`config.mk`:
```
export PLATFORM = sky130hd
export DESIGN_NAME = tape_load_ctrl
export DESIGN_NICKNAME = d
export VERILOG_FILES = /design/src/rtl/tape_load_ctrl_pkg.sv /design/src/rtl/tape_load_ctrl_patch_rom.sv /design/src/rtl/tape_load_ctrl.sv
export SDC_FILE = /design/constraint.sdc
export NUM_CORES = 1
export LEC_CHECK = 0
export CORE_UTILIZATION = 40
export CTS_BUF_LIST = sky130_fd_sc_hd__clkbuf_16
export CTS_CLUSTER_SIZE = 24
export DETAILED_ROUTE_END_ITERATION = 6
export PLACE_DENSITY = 0.75
export SYNTH_ARGS = -nofsm -noshare
export SYNTH_HDL_FRONTEND = slang
export SYNTH_SLANG_ARGS = --single-unit
```
`constraint.sdc`:
```
create_clock -name clk_sys -period 5.4 [get_ports clk_sys]
set_input_delay 1.08 -clock clk_sys [delete_from_list [all_inputs] [get_ports clk_sys]]
set_output_delay 1.08 -clock clk_sys [all_outputs]
set_load 0.01 [all_outputs]
```
`src/rtl/tape_load_ctrl_pkg.sv`:
```
// Shared types and constants for the tape quick-load controller.
package tape_load_pkg;

   typedef enum logic [1:0] {IDLE, READY, COPY, DONE} state_t;

   localparam logic [7:0] XOR_A = 8'hAF;
   localparam logic [7:0] NOP   = 8'h00;
   localparam logic [7:0] SCF   = 8'h37;
   localparam logic [7:0] JR_NC = 8'h30;
   localparam logic [7:0] OFS   = 8'hFD;
   localparam logic [7:0] JP    = 8'hC3;
   localparam logic [7:0] JP_HI = 8'h02;

   localparam logic [7:0] RET_LO_ZX81 = 8'h07;
   localparam logic [7:0] RET_LO_ZX80 = 8'h03;

   localparam logic [15:0] BASE_O = 16'h4000;
   localparam logic [15:0] BASE_P = 16'h4009;

endpackage

```
`src/rtl/tape_load_ctrl_patch_rom.sv`:
```
// Seven-byte LOAD patch loop; bytes 1 and 5 are rewritten while the load runs.
module tape_patch_rom
   import tape_load_pkg::*;
(
   input  logic        clk_sys,
   input  logic        reset,
   input  logic        set_entry,
   input  logic        set_done,
   input  logic        zx81,
   input  logic [15:0] offset,
   output logic [7:0]  dout
);

   logic [7:0] patch1;
   logic [7:0] patch5;

   always_ff @(posedge clk_sys) begin
      if (reset) begin
         patch1 <= NOP;
         patch5 <= '0;
      end else if (set_entry) begin
         patch1 <= NOP;
         patch5 <= zx81 ? RET_LO_ZX81 : RET_LO_ZX80;
      end else if (set_done) begin
         patch1 <= SCF;
      end
   end

   always_comb begin
      dout = 8'hFF;
      case (offset)
         16'd0:   dout = XOR_A;
         16'd1:   dout = patch1;
         16'd2:   dout = JR_NC;
         16'd3:   dout = OFS;
         16'd4:   dout = JP;
         16'd5:   dout = patch5;
         16'd6:   dout = JP_HI;
         default: dout = 8'hFF;
      endcase
   end

endmodule

```
`src/rtl/tape_load_ctrl.sv`:
```
// Tape quick-load sequencer: traps ROM LOAD, copies the buffer to RAM, releases the CPU.
// Optional macro TAPE_LOAD_LED_EN adds a copy-progress LED.
module tape_load_ctrl
   import tape_load_pkg::*;
#(
   parameter int unsigned TAPE_AW    = 14,
   parameter logic [15:0] ZX81_ENTRY = 16'h0347,
   parameter logic [15:0] ZX81_EXIT  = 16'h03C3,
   parameter logic [15:0] ZX80_ENTRY = 16'h0207,
   parameter logic [15:0] ZX80_EXIT  = 16'h024D
) (
   input  logic               clk_sys,
   input  logic               reset,
   input  logic               ce_cpu_p,
   input  logic               zx81,
   input  logic               nM1,
   input  logic [15:0]        addr,
   input  logic               dl_active,
   input  logic               dl_is_tape,
   input  logic               dl_is_p,
   input  logic [TAPE_AW-1:0] tape_len,
   output logic [TAPE_AW-1:0] tape_rd_addr,
   input  logic [7:0]         tape_rd_data,
   output logic               ram_we,
   output logic [15:0]        ram_wr_addr,
   output logic [7:0]         ram_wr_data,
   output logic               active,
   output logic [7:0]         patch_dout,
   output logic               tape_ready,
   output logic               led
);

   state_t      state_q, state_n;
   logic        nm1_q, dl_q, ram_we_q;
   logic        m1_fall, dl_rise, dl_fall;
   logic        at_entry, at_exit;
   logic        start, step, finish;
   logic [15:0] entry_addr, exit_addr;
   logic [7:0]  rom_dout;

   assign m1_fall    = nm1_q & ~nM1;
   assign dl_rise    = dl_active & ~dl_q;
   assign dl_fall    = ~dl_active & dl_q;
   assign entry_addr = zx81 ? ZX81_ENTRY : ZX80_ENTRY;
   assign exit_addr  = zx81 ? ZX81_EXIT  : ZX80_EXIT;
   assign at_entry   = m1_fall && (addr == entry_addr);
   assign at_exit    = m1_fall && ((addr >= exit_addr) || (addr < entry_addr));

   always_comb begin
      state_n = state_q;
      start   = 1'b0;
      step    = 1'b0;
      finish  = 1'b0;
      if (dl_rise) begin
         state_n = IDLE;
      end else begin
         case (state_q)
            IDLE:  if (tape_ready) state_n = READY;
            READY: if (at_entry) begin
                      state_n = COPY;
                      start   = 1'b1;
                   end
            COPY:  if (at_exit) begin
                      state_n = READY;
                   end else if (ce_cpu_p) begin
                      if (tape_rd_addr != tape_len) begin
                         step = 1'b1;
                      end else begin
                         finish  = 1'b1;
                         state_n = DONE;
                      end
                   end
            DONE:  if (at_exit) state_n = READY;
            default: state_n = IDLE;
         endcase
      end
   end

   always_ff @(posedge clk_sys) begin
      if (reset) begin
         state_q      <= IDLE;
         nm1_q        <= 1'b1;
         dl_q         <= 1'b0;
         tape_ready   <= 1'b0;
         tape_rd_addr <= '0;
         ram_we_q     <= 1'b0;
         ram_wr_addr  <= '0;
         ram_wr_data  <= '0;
      end else begin
         state_q  <= state_n;
         nm1_q    <= nM1;
         dl_q     <= dl_active;
         ram_we_q <= step;
         if (dl_rise)
            tape_ready <= 1'b0;
         else if (dl_fall && dl_is_tape)
            tape_ready <= 1'b1;
         if (start)
            tape_rd_addr <= '0;
         else if (step) begin
            ram_wr_data  <= tape_rd_data;
            ram_wr_addr  <= (dl_is_p ? BASE_P : BASE_O) + 16'(tape_rd_addr);
            tape_rd_addr <= tape_rd_addr + 1'b1;
         end
      end
   end

   // A strobe already queued from the last step is dropped if a download starts now.
   assign ram_we = ram_we_q && (state_q == COPY) && !reset && !dl_rise;
   assign active = (state_q == COPY) || (state_q == DONE);

   tape_patch_rom u_patch (
      .clk_sys   (clk_sys),
      .reset     (reset),
      .set_entry (start),
      .set_done  (finish),
      .zx81      (zx81),
      .offset    (addr - entry_addr),
      .dout      (rom_dout)
   );

   assign patch_dout = active ? rom_dout : '0;

`ifdef TAPE_LOAD_LED_EN
   logic led_q;

   always_ff @(posedge clk_sys) begin
      if (reset)
         led_q <= 1'b0;
      else if (start)
         led_q <= 1'b1;
      else if (step && (tape_rd_addr[7:0] == 8'hFF))
         led_q <= ~led_q;
   end

   always_comb begin
      led = 1'b0;
      case (state_q)
         IDLE:    led = dl_active;
         READY:   led = 1'b1;
         COPY:    led = led_q;
         DONE:    led = 1'b1;
         default: led = 1'b0;
      endcase
   end
`else
   assign led = tape_ready | dl_active;
`endif

endmodule

```
==> results.py, run 1 <==
metrics = {
    "sta": {
        "fin_tns_setup_ns": 0,
        "max_slew.worst_pin.slew_ns": 0.912,
        "finalHoldViolations": 0,
        "setup_viol": 0,
        "rsz0062_at_grt": "false",
        "maxSlewHeadroom_pct": 39.2,
        "fin_crit_ns": 5.05,
        "max_freq_mhz": 198,
        "min_period_over_period_pct": 93.5,
        "fin_worst_skew_ns": 0.00777,
        "drv_slew": 0,
    },
    "critical_path": {
        "path_class": "in2out",
        "required_ns": 4.32,
        "cp-start-kind": "input pin",
        "startpoint": "zx81",
        "crit_fanout": 6,
        "r2r-start": "tape_rd_addr[4]$_SDFFE_PP0P_",
        "crit_path_end_kind": "output port",
        "crit_arrival_ns": 3.97,
    },
    "logic_synthesis": {
        "yosys.area_share.xor_xnor_pct": 8.44,
        "synthArstFlopShare_pct": 0,
        "ys_seq_area_share_pct": 31.3,
        "ys_warn_count": 0,
        "synth_top_area_share_pct": 31.3,
        "synth-seq-cells": 47,
        "synth_cell_type_count": 52,
        "synthSimpleGateAreaFrac_pct": 24.0,
        "syn_area_per_cell_um2": 7.92,
        "synth_top_family_by_area": "simple AND/OR/NAND/NOR gates",
        "synthFlopType": "dfxtp_1",
        "synth_area_leaders": "dfxtp_1 (31%), a21oi_1 (6.8%), xor2_1 (6.1%), ha_1 (5.8%), nor2_1 (4.0%)",
        "synth-edff-count": 0,
        "synthAdderAreaFrac_pct": 5.82,
        "syn_area_um2": 3010,
        "synth_fp_nets": 440,
        "yosys.area.top_type": "dfxtp_1",
        "synth_compound_area_share_pct": 23.8,
        "syn_inst": 380,
        "synth.mux.area_fraction_pct": 1.04,
    },
    "floorplan": {
        "die_area_um2": 7870,
        "coreArea_um2": 7250,
        "core.rowCount": 31,
        "die-height_um": 88.7,
        "num_io_pins": 96,
        "dieWidth_um": 88.7,
        "start_util_pct": 41.5,
    },
    "run": {
        "drv_cap": 0,
    },
    "cts": {
        "root_buffer": "clkbuf_16",
        "clkTransAtPathRegs_ns": 0.07,
        "cts_tree": "yes",
        "cts_resized": 0,
        "postCtsHoldBufs": 0,
        "clock_sinks": 47,
        "cts.htree.levels": 2,
        "clock_path_buffers": 2,
        "cts_buffers": 5,
        "clk-insertion-delay-late_ns": 0.30,
        "post_cts_buffers": 0,
    },
    "grt": {
        "grtUsageTotal_pct": 22.3,
        "gr-total-overflow": 0,
        "grt_max_degree": 32,
        "grt_pass1_wl_um": 13700,
        "first_global_vias": 2970,
        "antenna_found_initial": 0,
    },
    "final_layout": {
        "fin_util_pct": 57.5,
        "syn2layout_area_growth_pct": 38.8,
        "final_common_cell": "clkdlybuf4s50_1",
        "final_cell_mix": "clkdlybuf4s50_1 (95), dfxtp_1 (47), a21oi_1 (41)",
        "final_cells": 562,
        "num_antenna_cells": 0,
        "drive_above_1_share_pct": 5.62,
        "final_nets": 522,
    },
    "routing": {
        "via_count": 3133,
        "vias_per_cell": 5.57,
        "drt_iter0_markers": 158,
        "dr.pass1.iters": 4,
        "routedWlPerCell_um": 15.1,
        "routed_wl_um": 8500,
        "drc_errors": 0,
        "ant_nets": 0,
    },
    "power": {
        "power.density_nw_per_um2": 194,
        "clkPwrFrac_pct": 45.0,
        "irDropWorstVdd_mv": 0.124,
        "leakagePower_nw": 1.47,
        "p_int_uw": 620,
        "p_seq_share_pct": 43.0,
        "p_sw_share_pct": 23.5,
        "switching_power_uw": 191,
        "power_frac_comb_pct": 12.0,
    },
    "placement": {
        "placedCellCount": 554,
        "portBuffers": 95,
        "dp_hpwl_um": 6140,
        "place.gp.congestion": 0.843,
    },
    "outcome": {
        "status": "finished, final reports clean",
    },
    "min_path": {
        "min_from": "u_patch.patch5[2]$_SDFFE_PP0P_",
        "hold_path.class": "reg2reg",
    },
}
==> path summary, 6_finish.rpt <==
path | to | slack, ns | cells after the start
setup reg to reg | ram_wr_addr[12]$_SDFFE_PP0P_ | 2.98 | 7
hold / removal | u_patch.patch5[2]$_SDFFE_PP0P_ | 0.46 | 2
setup / recovery | patch_dout[3] | 0.35 | 10
hold reg to reg | u_patch.patch5[2]$_SDFFE_PP0P_ | 0.46 | 2
==> metal layers <==
metal	up-vias	routed length [µm]	share of wire [%]	track usage, %
met5	-	0	0	0
met4	0	142	1.7	8.36
met3	12	482	5.7	4.76
met2	97	4040	48	37.8
met1	1469	3840	45	27.6
li1	1555	-	-	-
==> stage by stage <==
| step | total power, mW | worst slack [ns] | cell area (µm²) | hold slack, ns |
|---|---|---|---|---|
| floorplan | 0.401 | 1.62 | 3010 | 0.432 |
| detailed placement | 0.453 | 0.342 | 4000 | 0.446 |
| finish | 0.810 | 0.349 | 4170 | 0.457 |
| CTS | 0.812 | 0.329 | 4170 | 0.453 |
| global route | 0.836 | 0.0631 | 4170 | 0.473 |
| global placement | 0.452 | 0.474 | 4000 | 0.447 |
==> final cells by class <==
| cell class | instances | area, µm² |
|---|---|---|
| repair buffers | 101 | 996 |
| clock inverters | 3 | 46.3 |
| well taps | 99 | 124 |
| multi-input cells | 296 | 1900 |
| clock buffers | 5 | 125 |
| inverters | 11 | 41.3 |
| flip-flops and latches | 47 | 941 |
| fillers | 668 | 3080 |
==> power by group through the flow <==
stage	Clock (mW)	Combinational (mW)	Sequential [mW]
floorplan	0	0.0451	0.356
global placement	0	0.0956	0.356
detailed placement	0	0.0966	0.356
CTS	0.367	0.0973	0.348
global route	0.381	0.107	0.349
finish	0.364	0.0975	0.348
==> synthesized netlist by cell type, types with 3 or more instances <==
cell      instances
nand2b_1          4
inv_1            11
nor4_1            5
dfxtp_1          47
o31ai_1           9
and3_1            5
clkbuf_1          8
nor3_1            8
or2_2             4
o21ai_0          23
nand2_1          23
a211oi_1         13
or3_1             4
nand3_1          19
or4_1             9
a21oi_1          41
a31oi_1          13
xor2_1           21
buf_2            16
nor2_1           32
nand4_1           8
xnor2_1           8
ha_1             14
nor2b_1           3
==> registers in the layout, indices dropped and copies added, names as in the netlist <==
signal and cells:
u_patch.patch1 1, dl_q 1, tape_rd_addr 14, ram_wr_addr 16, tape_ready 1, ram_we_q 1
state_q 2, u_patch.patch5 2, nm1_q 1, ram_wr_data 8
==> cell families after synthesis <==
kind of cell / Yosys count
AO/OA/AOI/OAI: 115
XOR/XNOR: 29
adder cells (fa/ha/maj): 14
buffers and inverters: 37
flip-flops: 47
multiplexers: 3
AND/OR/NAND/NOR: 135
==> critical path: stages <==
cell	delay, ns
clkdlybuf4s50_1	0.54
inv_1	0.13
ha_1	0.33
o31ai_1	0.11
nand3_1	0.17
nor4_1	0.27
o21ai_0	0.14
nor3_1	0.51
a31oi_1	0.16
clkdlybuf4s50_1	0.52
No activity file was read; power rests on OpenSTA's default activity.
==> run 2: changes to the inputs <==
==> constraint.sdc (replaced) <==
create_clock -name clk_sys -period 5.6 [get_ports clk_sys]
set_input_delay 1.12 -clock clk_sys [delete_from_list [all_inputs] [get_ports clk_sys]]
set_output_delay 1.12 -clock clk_sys [all_outputs]
set_load 0.01 [all_outputs]
==> run 2 against run 1 <==
- non-clock buffer count shrank 1
- die area did not move
- cell count decreased by 0.36%
- via count up 0.16%
- clock power fell by 9.1%
- flip-flop and latch count unchanged
- sequential power is 3% lower
==> results.py, run 2 (synthesis results as in run 1) <==
metrics = {
    "floorplan": {
        "coreArea_um2": 7250,
        "die_area_um2": 7870,
        "start_util_pct": 41.5,
        "core.rowCount": 31,
        "num_io_pins": 96,
        "die-height_um": 88.7,
        "dieWidth_um": 88.7,
    },
    "critical_path": {
        "crit_chain": "clkdlybuf4s50_1, inv_1, ha_1, o31ai_1, nand3_1, nor4_1, o21ai_0, nor3_1, a31oi_1, clkdlybuf4s50_1",
        "slowest_delay_ns": 0.54,
        "r2r-start": "tape_rd_addr[4]$_SDFFE_PP0P_",
        "cp-start-kind": "input pin",
        "crit_path_end_kind": "output port",
        "crit_arrival_ns": 4.02,
        "worstSetupPathDepth": 10,
        "required_ns": 4.48,
        "ff2ff_path_depth": 7,
        "critical-path-top-delay-family": "buffers and inverters",
        "crit_path_frequent_cell": "clkdlybuf4s50_1",
        "rr_endpoint": "ram_wr_addr[14]$_SDFFE_PP0P_",
        "cp_num_buf_inv": 3,
        "path_class": "in2out",
        "reg2reg_slack_ns": 3.10,
        "cpMaxStageDelayCell": "clkdlybuf4s50_1",
        "crit_fanout": 6,
    },
    "final_layout": {
        "reg_top3": "ram_wr_addr (16), tape_rd_addr (14), ram_wr_data (8)",
        "final_common_cell": "clkdlybuf4s50_1",
        "drive_above_1_share_pct": 5.21,
        "final_cells": 560,
        "largest_register_ffs": 16,
        "regMostFlops": "ram_wr_addr",
        "num_antenna_cells": 0,
        "final_cell_mix": "clkdlybuf4s50_1 (95), dfxtp_1 (47), a21oi_1 (41)",
        "final_nets": 521,
        "syn2layout_area_growth_pct": 38.2,
        "fin_util_pct": 57.3,
    },
    "power": {
        "p_sw_share_pct": 22.1,
        "power_frac_comb_pct": 12.3,
        "p_seq_share_pct": 44.1,
        "switching_power_uw": 169,
        "clkPwrFrac_pct": 43.5,
        "p_int_uw": 593,
        "power.density_nw_per_um2": 183,
        "p_total_uw": 762,
        "leakagePower_nw": 1.46,
        "irDropWorstVdd_mv": 0.121,
    },
    "cts": {
        "root_buffer": "clkbuf_16",
        "post_cts_buffers": 0,
        "postCtsHoldBufs": 0,
        "cts_resized": 0,
        "cts_buffers": 5,
        "clock_path_buffers": 2,
        "cts_tree": "yes",
        "clk-insertion-delay-late_ns": 0.29,
        "cts.htree.levels": 2,
        "clkTransAtPathRegs_ns": 0.06,
        "clock_sinks": 47,
    },
    "routing": {
        "via_count": 3138,
        "drt_iter0_markers": 140,
        "top_layer": "met4",
        "routedWlPerCell_um": 15.2,
        "wl_met3_um": 458,
        "vias_per_cell": 5.60,
        "ant_nets": 0,
        "drc_errors": 0,
        "dr.pass1.iters": 4,
        "drt-met1-wl_um": 3850,
        "dr_wl_met2_um": 4150,
        "routed_wl_um": 8530,
    },
    "min_path": {
        "min_from": "u_patch.patch5[2]$_SDFFE_PP0P_",
        "hold_path.class": "reg2reg",
        "hold-path-endpoint": "u_patch.patch5[2]$_SDFFE_PP0P_",
        "hold_depth": 2,
    },
    "grt": {
        "grt_pass1_wl_um": 13900,
        "grt_max_degree": 32,
        "antenna_found_initial": 0,
        "gr-total-overflow": 0,
        "first_global_vias": 2933,
        "grtUsageTotal_pct": 22.3,
    },
    "placement": {
        "portBuffers": 95,
        "place.gp.congestion": 0.833,
        "placedCellCount": 553,
        "dp_slack_ns": 0.461,
        "dp_hpwl_um": 6230,
    },
    "sta": {
        "fin_crit_ns": 5.14,
        "setup_viol": 0,
        "min_period_over_period_pct": 91.9,
        "finalHoldViolations": 0,
        "max_slew.worst_pin.slew_ns": 0.946,
        "fin_worst_skew_ns": 0.00546,
        "rsz0062_at_grt": "false",
        "max_freq_mhz": 194,
        "fin_tns_setup_ns": 0,
        "maxSlewHeadroom_pct": 37.0,
        "worst_slack_ns": 0.455,
        "drv_slew": 0,
    },
    "outcome": {
        "status": "finished, final reports clean",
    },
    "run": {
        "drv_cap": 0,
    },
}
[run 2: cell types whose count changed in the layout (fill, tap and decap cells not counted)]
cell and change:
buf_4 -1, inv_6 -1
[run 2: worst reg2reg max path, cell delays in order, from the launching register on]
cell,delay [ns]
dfxtp_1,0.63
xor2_1,0.20
nor4_1,0.07
nand4_1,0.24
o211ai_1,0.14
buf_4,0.22
nor2_1,0.64
o21ai_0,0.22
[run 2: routing by layer]
layer  vias up  GRT usage, %
li1       1548             -
met1      1497          28.2
met2        87          39.4
met3         6          3.64
met4         0          5.72
met5         -             0
[run 2: area by class of cell]
type	instances	area, µm²
fill	663	3100
multi-input combinational	296	1900
timing repair buffer	100	988
sequential	47	941
clock buffer	5	125
tap	99	124
inverter	11	41.3
clock inverter	2	37.5
[run 2: through the flow]
stage               hold slack [ns]  instance area [µm²]
finish                        0.460                 4160
global route                  0.486                 4160
CTS                           0.458                 4160
detailed placement            0.449                 4000
global placement              0.443                 4000
floorplan                     0.432                 3010
[run 2: how the worst max path moves through the flow]
| stage | start | end | slack [ns] |
|---|---|---|---|
| 2_1_floorplan | zx81 | patch_dout[1] | 1.74 |
| 3_3_place_gp | zx81 | patch_dout[4] | 0.60 |
| 3_5_place_dp | zx81 | patch_dout[6] | 0.46 |
| 6_report | zx81 | patch_dout[6] | 0.46 |
| 4_1_cts | zx81 | patch_dout[6] | 0.46 |
| 5_1_grt | zx81 | patch_dout[3] | 0.21 |
[run 2: power groups by stage]
stage,registers (mW),logic [mW],clock network (mW)
2_1_floorplan,0.344,0.0435,0
4_1_cts,0.336,0.0938,0.336
3_5_place_dp,0.344,0.0932,0
6_report,0.336,0.0939,0.331
5_1_grt,0.336,0.103,0.349
3_3_place_gp,0.344,0.0915,0
